## src/rtl/dmem_arbiter.sv

```systemverilog
// dmem_arbiter: shares one data memory between the CPU port (0) and the
// DMA/debug port (1). One access at a time runs IDLE -> ACCESS -> RESP,
// with a round-robin grant when both ports ask and an address range guard.
module dmem_arbiter #(
  parameter int DEPTH  = 1024,
  parameter int DATA_W = 32
) (
  input  logic              clk,
  input  logic              rst,
  input  logic              req0,
  input  logic              req1,
  input  logic              we0,
  input  logic              we1,
  input  logic [DATA_W-1:0] addr0,
  input  logic [DATA_W-1:0] addr1,
  input  logic [DATA_W-1:0] wdata0,
  input  logic [DATA_W-1:0] wdata1,
  output logic              ack0,
  output logic              ack1,
  output logic              err0,
  output logic              err1,
  output logic [DATA_W-1:0] rdata0,
  output logic [DATA_W-1:0] rdata1,
  output logic [DATA_W-1:0] mem_address,
  output logic [DATA_W-1:0] mem_writeData,
  output logic              mem_memWrite,
  output logic              mem_memRead,
  input  logic [DATA_W-1:0] mem_readData
);

  localparam logic [DATA_W-1:0] DEPTH_W = DATA_W'(DEPTH);

  typedef enum logic [1:0] {S_IDLE, S_ACCESS, S_RESP} state_t;

  state_t state_q, state_d;

  // Latched request attributes for the access in flight
  logic              prio_q, prio_d;
  logic              id_q, id_d;
  logic              we_q, we_d;
  logic              oor_q, oor_d;

  // Registered outputs; mem_address/mem_writeData double as the address/data latch
  logic [DATA_W-1:0] addr_q, addr_d;
  logic [DATA_W-1:0] wdata_q, wdata_d;
  logic              mem_we_q, mem_we_d;
  logic              mem_re_q, mem_re_d;
  logic              ack0_q, ack0_d, ack1_q, ack1_d;
  logic              err0_q, err0_d, err1_q, err1_d;
  logic [DATA_W-1:0] rdata0_q, rdata0_d, rdata1_q, rdata1_d;

  // Winner selection: lone requester wins, otherwise the prio pointer decides
  logic              gnt_valid;
  logic              gnt_id;
  logic              gnt_we;
  logic [DATA_W-1:0] gnt_addr;
  logic [DATA_W-1:0] gnt_wdata;
  logic              gnt_oor;
  logic [DATA_W-1:0] result;

  assign gnt_valid = req0 | req1;
  assign gnt_id    = (req0 & req1) ? prio_q : req1;
  assign gnt_we    = gnt_id ? we1 : we0;
  assign gnt_addr  = gnt_id ? addr1 : addr0;
  assign gnt_wdata = gnt_id ? wdata1 : wdata0;
  assign gnt_oor   = (gnt_addr >= DEPTH_W);
  // Writes and rejected accesses return zero regardless of what memory shows
  assign result    = (we_q | oor_q) ? '0 : mem_readData;

  // State register
  always_ff @(posedge clk or negedge rst) begin
    if (!rst) state_q <= S_IDLE;
    else      state_q <= state_d;
  end

  // Next-state logic: each access takes exactly one ACCESS and one RESP cycle
  always_comb begin
    state_d = state_q;
    case (state_q)
      S_IDLE:   if (gnt_valid) state_d = S_ACCESS;
      S_ACCESS: state_d = S_RESP;
      S_RESP:   state_d = S_IDLE;
      default:  state_d = S_IDLE;
    endcase
  end

  // Output logic: next values for the latches and every registered output
  always_comb begin
    prio_d   = prio_q;
    id_d     = id_q;
    we_d     = we_q;
    oor_d    = oor_q;
    addr_d   = addr_q;
    wdata_d  = wdata_q;
    mem_we_d = 1'b0;
    mem_re_d = 1'b0;
    ack0_d   = 1'b0;
    ack1_d   = 1'b0;
    err0_d   = 1'b0;
    err1_d   = 1'b0;
    rdata0_d = '0;
    rdata1_d = '0;
    case (state_q)
      S_IDLE: begin
        if (gnt_valid) begin
          id_d     = gnt_id;
          we_d     = gnt_we;
          oor_d    = gnt_oor;
          addr_d   = gnt_addr;
          wdata_d  = gnt_wdata;
          mem_we_d = gnt_we & ~gnt_oor;
          mem_re_d = ~gnt_we & ~gnt_oor;
        end
      end
      S_ACCESS: begin
        addr_d  = '0;
        wdata_d = '0;
        if (id_q) begin
          ack1_d   = 1'b1;
          err1_d   = oor_q;
          rdata1_d = result;
        end else begin
          ack0_d   = 1'b1;
          err0_d   = oor_q;
          rdata0_d = result;
        end
      end
      S_RESP: prio_d = ~id_q;
      default: ;
    endcase
  end

  // Output and latch registers; reset clears everything so an aborted access never acks
  always_ff @(posedge clk or negedge rst) begin
    if (!rst) begin
      prio_q   <= 1'b0;
      id_q     <= 1'b0;
      we_q     <= 1'b0;
      oor_q    <= 1'b0;
      addr_q   <= '0;
      wdata_q  <= '0;
      mem_we_q <= 1'b0;
      mem_re_q <= 1'b0;
      ack0_q   <= 1'b0;
      ack1_q   <= 1'b0;
      err0_q   <= 1'b0;
      err1_q   <= 1'b0;
      rdata0_q <= '0;
      rdata1_q <= '0;
    end else begin
      prio_q   <= prio_d;
      id_q     <= id_d;
      we_q     <= we_d;
      oor_q    <= oor_d;
      addr_q   <= addr_d;
      wdata_q  <= wdata_d;
      mem_we_q <= mem_we_d;
      mem_re_q <= mem_re_d;
      ack0_q   <= ack0_d;
      ack1_q   <= ack1_d;
      err0_q   <= err0_d;
      err1_q   <= err1_d;
      rdata0_q <= rdata0_d;
      rdata1_q <= rdata1_d;
    end
  end

  assign ack0          = ack0_q;
  assign ack1          = ack1_q;
  assign err0          = err0_q;
  assign err1          = err1_q;
  assign rdata0        = rdata0_q;
  assign rdata1        = rdata1_q;
  assign mem_address   = addr_q;
  assign mem_writeData = wdata_q;
  assign mem_memWrite  = mem_we_q;
  assign mem_memRead   = mem_re_q;

endmodule

```

## config.mk

```make
export PLATFORM = sky130hd
export DESIGN_NAME = dmem_arbiter
export DESIGN_NICKNAME = d
export VERILOG_FILES = /design/src/rtl/dmem_arbiter.sv
export SDC_FILE = /design/constraint.sdc
export NUM_CORES = 1
export LEC_CHECK = 0
export CAP_MARGIN = 10
export CORE_MARGIN = 3
export CORE_UTILIZATION = 32
export CTS_BUF_LIST = sky130_fd_sc_hd__clkbuf_4 sky130_fd_sc_hd__clkbuf_8
export CTS_CLUSTER_SIZE = 14
export DETAILED_ROUTE_END_ITERATION = 10
export PLACE_DENSITY = 0.74
export SETUP_SLACK_MARGIN = 0.15
export SYNTH_ARGS = -nofsm -noshare
export SYNTH_HDL_FRONTEND = slang
export SYNTH_SLANG_ARGS = --single-unit
```

## constraint.sdc

```tcl
create_clock -name clk -period 1.65 [get_ports clk]
set_clock_uncertainty 0.15 [all_clocks]
set_input_delay 0.495 -clock clk [delete_from_list [all_inputs] [get_ports clk]]
set_output_delay 0.495 -clock clk [all_outputs]
set_load 0.05 [all_outputs]
```

==> results.cfg, run 1 <==
[power]
seq_power_share_pct = 28.2
leakage_nw = 5.41
p_int_mw = 10.7
pwr-share-comb_pct = 55.0
powerDensity_nw_per_um2 = 1540
swShare_pct = 40.4
clkPwrFrac_pct = 16.8
switchingPower_mw = 7.22
irDropWorstVdd_mv = 0.987

[timing]
slew_headroom_pct = 74.5
tightest_slew_ns = 0.379
rsz0062_at_grt = yes
period_needed_ns = 1.81
hold_viol = 0
layout_setup_ws_ns = -0.162
setup_viol = 115
post-route-period-util_pct = 110
maxSlewViolCount = 0
max_freq_mhz = 552

[synth]
synth_area_per_cell_um2 = 11.9
synth_edf_count = 0
yosysWarnings = 0
async_flop_share_pct = 100
yosysSeqAreaShare_pct = 61.7
yosysMostFrequentCell = dfrtp_1
yosys.area.top_type_share_pct = 61.7
synth.area.top_cells = dfrtp_1, mux2i_1, and3_1
synthFlopType = dfrtp_1
synth_cells = 478
synth_area_um2 = 5680
yosysUniqueCellTypes = 29
syn-num-nets = 644
synth_common_cells = dfrtp_1, and3_1, mux2i_1
synth_area_leader_cell = dfrtp_1
ys_ff_latch = 140

[final_layout]
fin_nets = 993
ff_latch_area_um2 = 3500
antenna_cells = 0
drive_above_1_share_pct = 35.2
final_area_um2 = 11600
multi_input_area_um2 = 2270
area_growth_pct = 105
fill_cells = 1209
final_util_pct = 67.0

[drt]
vias = 5232
wl_met2_um = 10400
ant_nets = 0
met1_length_um = 7710
top_layer_used = met4
dr_wl_met3_um = 1550
wirelength_um = 20200
detail_route.vias_per_cell = 4.92
drt_iter0_drc = 195
drc = 0
wl_per_cell_um = 19.0
first_pass_iters = 4

[clock_network]
cts_sinks = 140
htree_levels = 4
cts_buffers = 17
cts_buffer_depth = 2
clk_pin_slew_ns = 0.08
insertion_delay_ns = 0.44
cts_tree = built
ctsRootBufferMaster = clkbuf_8

[floorplan]
core_area_um2 = 17400
die-area_um2 = 19400
die_w_um = 139
rows = 48
fp.dieH_um = 139
initial_core_util_pct = 32.7
ios = 300

[place]
place_congestion = 0.922
post-dp-hpwl_um = 14700
port_buffers = 299
dp_slack_ns = -0.864
placed_cell_area_um2 = 10700

[global_route]
gr-usage-all-layers_pct = 20.2
grt_max_degree = 65
grt_pass1_wl_um = 30800
grt_pass1_vias = 5625
antenna_found_initial = 0
overflow = 0

[job]
cap_viol_max_count = 0

[critical_path]
cp-start-kind = input pin
cp.required_ns = 1.83
worstSetupPathType = input pin to register
crit_arrival_ns = 2.00
worstSetupEndpointType = register
critical_path.max_fanout = 3

[outcome]
violations = setup timing
status = complete, but fails checks

[worst_hold_path]
hold_path_class = input pin to register
cells in the final DEF, fill, tap and decap left out, types with 3 or more instances in the layout:
cell             Yosys  layout
mux2i_4              0      10
or4_4                2       4
clkdlybuf4s50_1      0     140
clkbuf_2             0       3
nor4_1               4       4
bufinv_16            0       4
clkinvlp_4           0       3
buf_12               0     150
nand3_1             64      64
buf_4                4      43
dlymetal6s2s_1       0       3
buf_6                0       8
mux2i_1             65      39
o21ai_2              0       8
dfrtp_1            140     140
o21ai_1             34      57
dlygate4sd2_1        0      16
clkbuf_8             0      18
clkinv_2             0       4
inv_1                4       4
and3_1              66      66
nor2_2               0       4
mux2i_2              0      16
sequential cells by signal, summed over array words and instances, names as in the netlist, 2 cells and up:
name / count
rdata0: 32
mem_writeData: 32
mem_address: 32
rdata1: 32
state_q: 2
what timing repair did:
action / CTS / global route
endpoints found under the hold margin: 26 / 0
pin swaps: 10 / 10
setup buffers: 8 / 7
gates cloned: 0 / 3
resized for setup: 39 / 60
endpoints found under the setup margin: 204 / 204
hold buffers: 1 / 0
stage by stage:
stage | hold WS [ns] | instances | TNS [ns] | power (mW)
2_1_floorplan | 0.0494 | 478 | -2.85 | 9.23
3_3_place_gp | 0.211 | 1014 | -42.56 | 14.2
3_5_place_dp | 0.211 | 1014 | -43.74 | 14.4
4_1_cts | 0.286 | 1054 | -8.74 | 17.6
5_1_grt | 0.217 | 1064 | -12.55 | 18.7
6_report | 0.241 | 1064 | -2.44 | 17.9
worst max-delay path, stage by stage:
cell	delay [ns]
dlygate4sd2_1	0.25
or4_4	0.56
a2111oi_4	0.22
a41oi_2	0.12
o31a_1	0.34
metal layers:
layer | GRT usage (%) | up-vias
met2 | 34.5 | 204
met4 | 7.62 | 0
met3 | 8.48 | 36
li1 | - | 2417
met1 | 22.6 | 2575
met5 | 0 | -
area by class of cell:
cell class	count	area share, %
Clock buffer	19	2.19
Clock inverter	12	1.47
Inverter	4	0.129
Multi-Input combinational cell	294	19.5
Sequential cell	140	30.1
Tap cell	225	2.42
Timing Repair Buffer	370	44.1
power groups by stage:
stage                     clock, mW  combinational, mW  sequential, mW
final                          3.01               9.84            5.04
after global routing           3.26               10.3            5.11
after global placement            0               9.19            5.05
after detailed placement          0               9.32            5.10
after CTS                      3.10               9.50            5.02
after floorplan                   0               2.08            7.15
final timing paths:
kind / slack [ns] / depth (start not counted) / start / to
max in group asynchronous: 0.46 / 3 / rst / rdata0[17]
worst min register to register: 0.38 / 1 / state_q[0] / prio_q
min in group asynchronous: 0.32 / 2 / rst / mem_writeData[2]
worst max register to register: -0.12 / 4 / prio_q / oor_q
worst max-delay path: -0.16 / 5 / addr0[23] / oor_q
worst min-delay path: 0.24 / 3 / addr0[24] / mem_address[24]
kinds of logic (layout without fill, tap and decap cells):
family,count (synthesis),in the layout,synth area share [%]
muxes,65,65,11.5
buffers and inverters,44,405,3.39
DFF,140,140,61.7
AOI/OAI and AO/OA,74,74,7.60
and+or+nand+nor,155,155,15.8
Power figures use the tool's default switching activity.
==> inputs of run 2 (changes only) <==
- CELL_PAD_IN_SITES_DETAIL_PLACEMENT: not set -> 1
- CELL_PAD_IN_SITES_GLOBAL_PLACEMENT: not set -> 1
- CORE_UTILIZATION: 32 -> 27
- PLACE_DENSITY: 0.74 -> 0.82
==> results.cfg, run 2 (synthesis gave the netlist of run 1 again) <==
[critical_path]
worstSetupPathType = input pin to register
cp.required_ns = 1.83
critical_path.max_fanout = 3
crit_family = compound AO/OA/AOI/OAI gates
slowest_stage = or4_4
path_buf_inv = 1
path_cells = dlygate4sd2_1 -> or4_4 -> a2111oi_4 -> a41oi_2 -> o31a_1
crit_arrival_ns = 2.03
worstSetupEndpointType = register
slowest_delay_ns = 0.50
r2r_setup_slack_ns = -0.17
cp-start-kind = input pin

[drt]
first_pass_iters = 4
drt_iter0_drc = 103
detail_route.vias_per_cell = 4.84
vias = 5488
wirelength_um = 25400
drc = 0
wl_per_cell_um = 22.4
ant_nets = 0

[final_layout]
layout_commonest_cell = buf_12
fill_cells = 1944
multi_input_area_um2 = 2320
final_cell_mix = buf_12, clkdlybuf4s50_1, dfrtp_1, and3_1, nand3_1
final_area_um2 = 12100
fin_nets = 1018
ff_latch_area_um2 = 3500
antenna_cells = 0
drive_above_1_share_pct = 35.8
area_growth_pct = 114

[floorplan]
rows = 52
initial_core_util_pct = 27.8
die-area_um2 = 22800
fp.dieH_um = 151
ios = 300
die_w_um = 151
core_area_um2 = 20400

[job]
cap_viol_max_count = 0

[power]
powerDensity_nw_per_um2 = 1580
leakage_nw = 5.65
irDropWorstVdd_mv = 0.580

[timing]
post-route-period-util_pct = 113
slew_headroom_pct = 78.4
period_needed_ns = 1.86
tightest_slew_ns = 0.322
fin_setup_tns_ns = -3.68
rsz0062_at_grt = yes
hold_viol = 0
setup_viol = 140
maxSlewViolCount = 0
layout_setup_ws_ns = -0.209
max_freq_mhz = 538

[clock_network]
cts_buffers = 17
cts_buffer_depth = 2
cts_tree = built
clk_pin_slew_ns = 0.10
cts_sinks = 140
ctsRootBufferMaster = clkbuf_8
insertion_delay_ns = 0.44
htree_levels = 4

[place]
post-dp-hpwl_um = 17500
placed_cell_area_um2 = 10800
port_buffers = 299
place_congestion = 0.781

[worst_hold_path]
hold_path_class = input pin to register

[global_route]
gr-usage-all-layers_pct = 21.1
grt_pass1_vias = 6237
grt_max_degree = 65
grt_pass1_wl_um = 36300
antenna_found_initial = 0
overflow = 0

[outcome]
violations = setup timing
status = complete, but fails checks
[run 2: cell count changes in the layout (fill, tap and decap cells not counted), moves of 5 or more]
cell     previous run  this run
o21ai_2             8         3
inv_6               0         5
buf_4              43        56
mux2i_2            16         9
o21ai_1            57        62
[run 2: area by class of cell]
class | instances | share of cell area [%]
tap | 270 | 2.78
sequential | 140 | 28.9
clock inverter | 15 | 1.81
inverter | 4 | 0.124
multi-input combinational | 295 | 19.1
timing repair buffer | 394 | 45.3
clock buffer | 17 | 1.93
[run 2: final timing paths]
kind,to,start,cells past startpoint
setup / recovery,oor_q,addr0[15],5
hold / removal,mem_address[21],addr0[21],3
setup reg to reg,oor_q,prio_q,4
hold reg to reg,mem_writeData[12],mem_writeData[12],2
max in group asynchronous,rdata1[5],rst,3
min in group asynchronous,mem_address[27],rst,2
[run 2: per-layer routing]
layer | GRT usage, % | up-vias | share of wire (%)
met5 | 0 | - | 0
met2 | 38.4 | 216 | 54
li1 | - | 2485 | -
met3 | 8.05 | 47 | 7.6
met4 | 8.34 | 0 | 2.9
met1 | 21.9 | 2740 | 35
[run 2: metrics by stage]
| stage | utilization [%] | setup WS [ns] | hold slack (ns) | total power, mW | instances |
|---|---|---|---|---|---|
| 6_report | 59.4 | -0.209 | 0.283 | 19.2 | 1135 |
| 5_1_grt | 59.4 | -0.237 | 0.274 | 20.1 | 1135 |
| 4_1_cts | 57.4 | -0.153 | 0.291 | 18.7 | 1117 |
| 3_5_place_dp | 53.1 | -0.840 | 0.243 | 14.7 | 1057 |
| 3_3_place_gp | 53.1 | -0.797 | 0.244 | 14.4 | 1057 |
| 2_1_floorplan | - | -0.312 | 0.0494 | 9.23 | 478 |
[run 2: what timing repair did]
item,in CTS,in global routing
pin swaps,12,13
endpoints found under the setup margin,204,205
setup buffers,22,13
endpoints found under the hold margin,20,0
cloned,5,5
hold buffers,1,0
resized for setup,56,36
[run 2: power by group]
part / leakage, nW / internal, mW / switching (mW) / total [mW]
Sequential: 1.86 / 4.22 / 0.843 / 5.06
Clock: 0.229 / 1.59 / 1.62 / 3.21
Combinational: 3.56 / 5.34 / 5.55 / 10.9
[run 2: worst register-to-register path, delay by kind of cell, from the launching register on]
kind / cells / cell delay [ns]
flops: 1 / 0.40
compound gates: 3 / 0.82
simple gates: 1 / 0.34
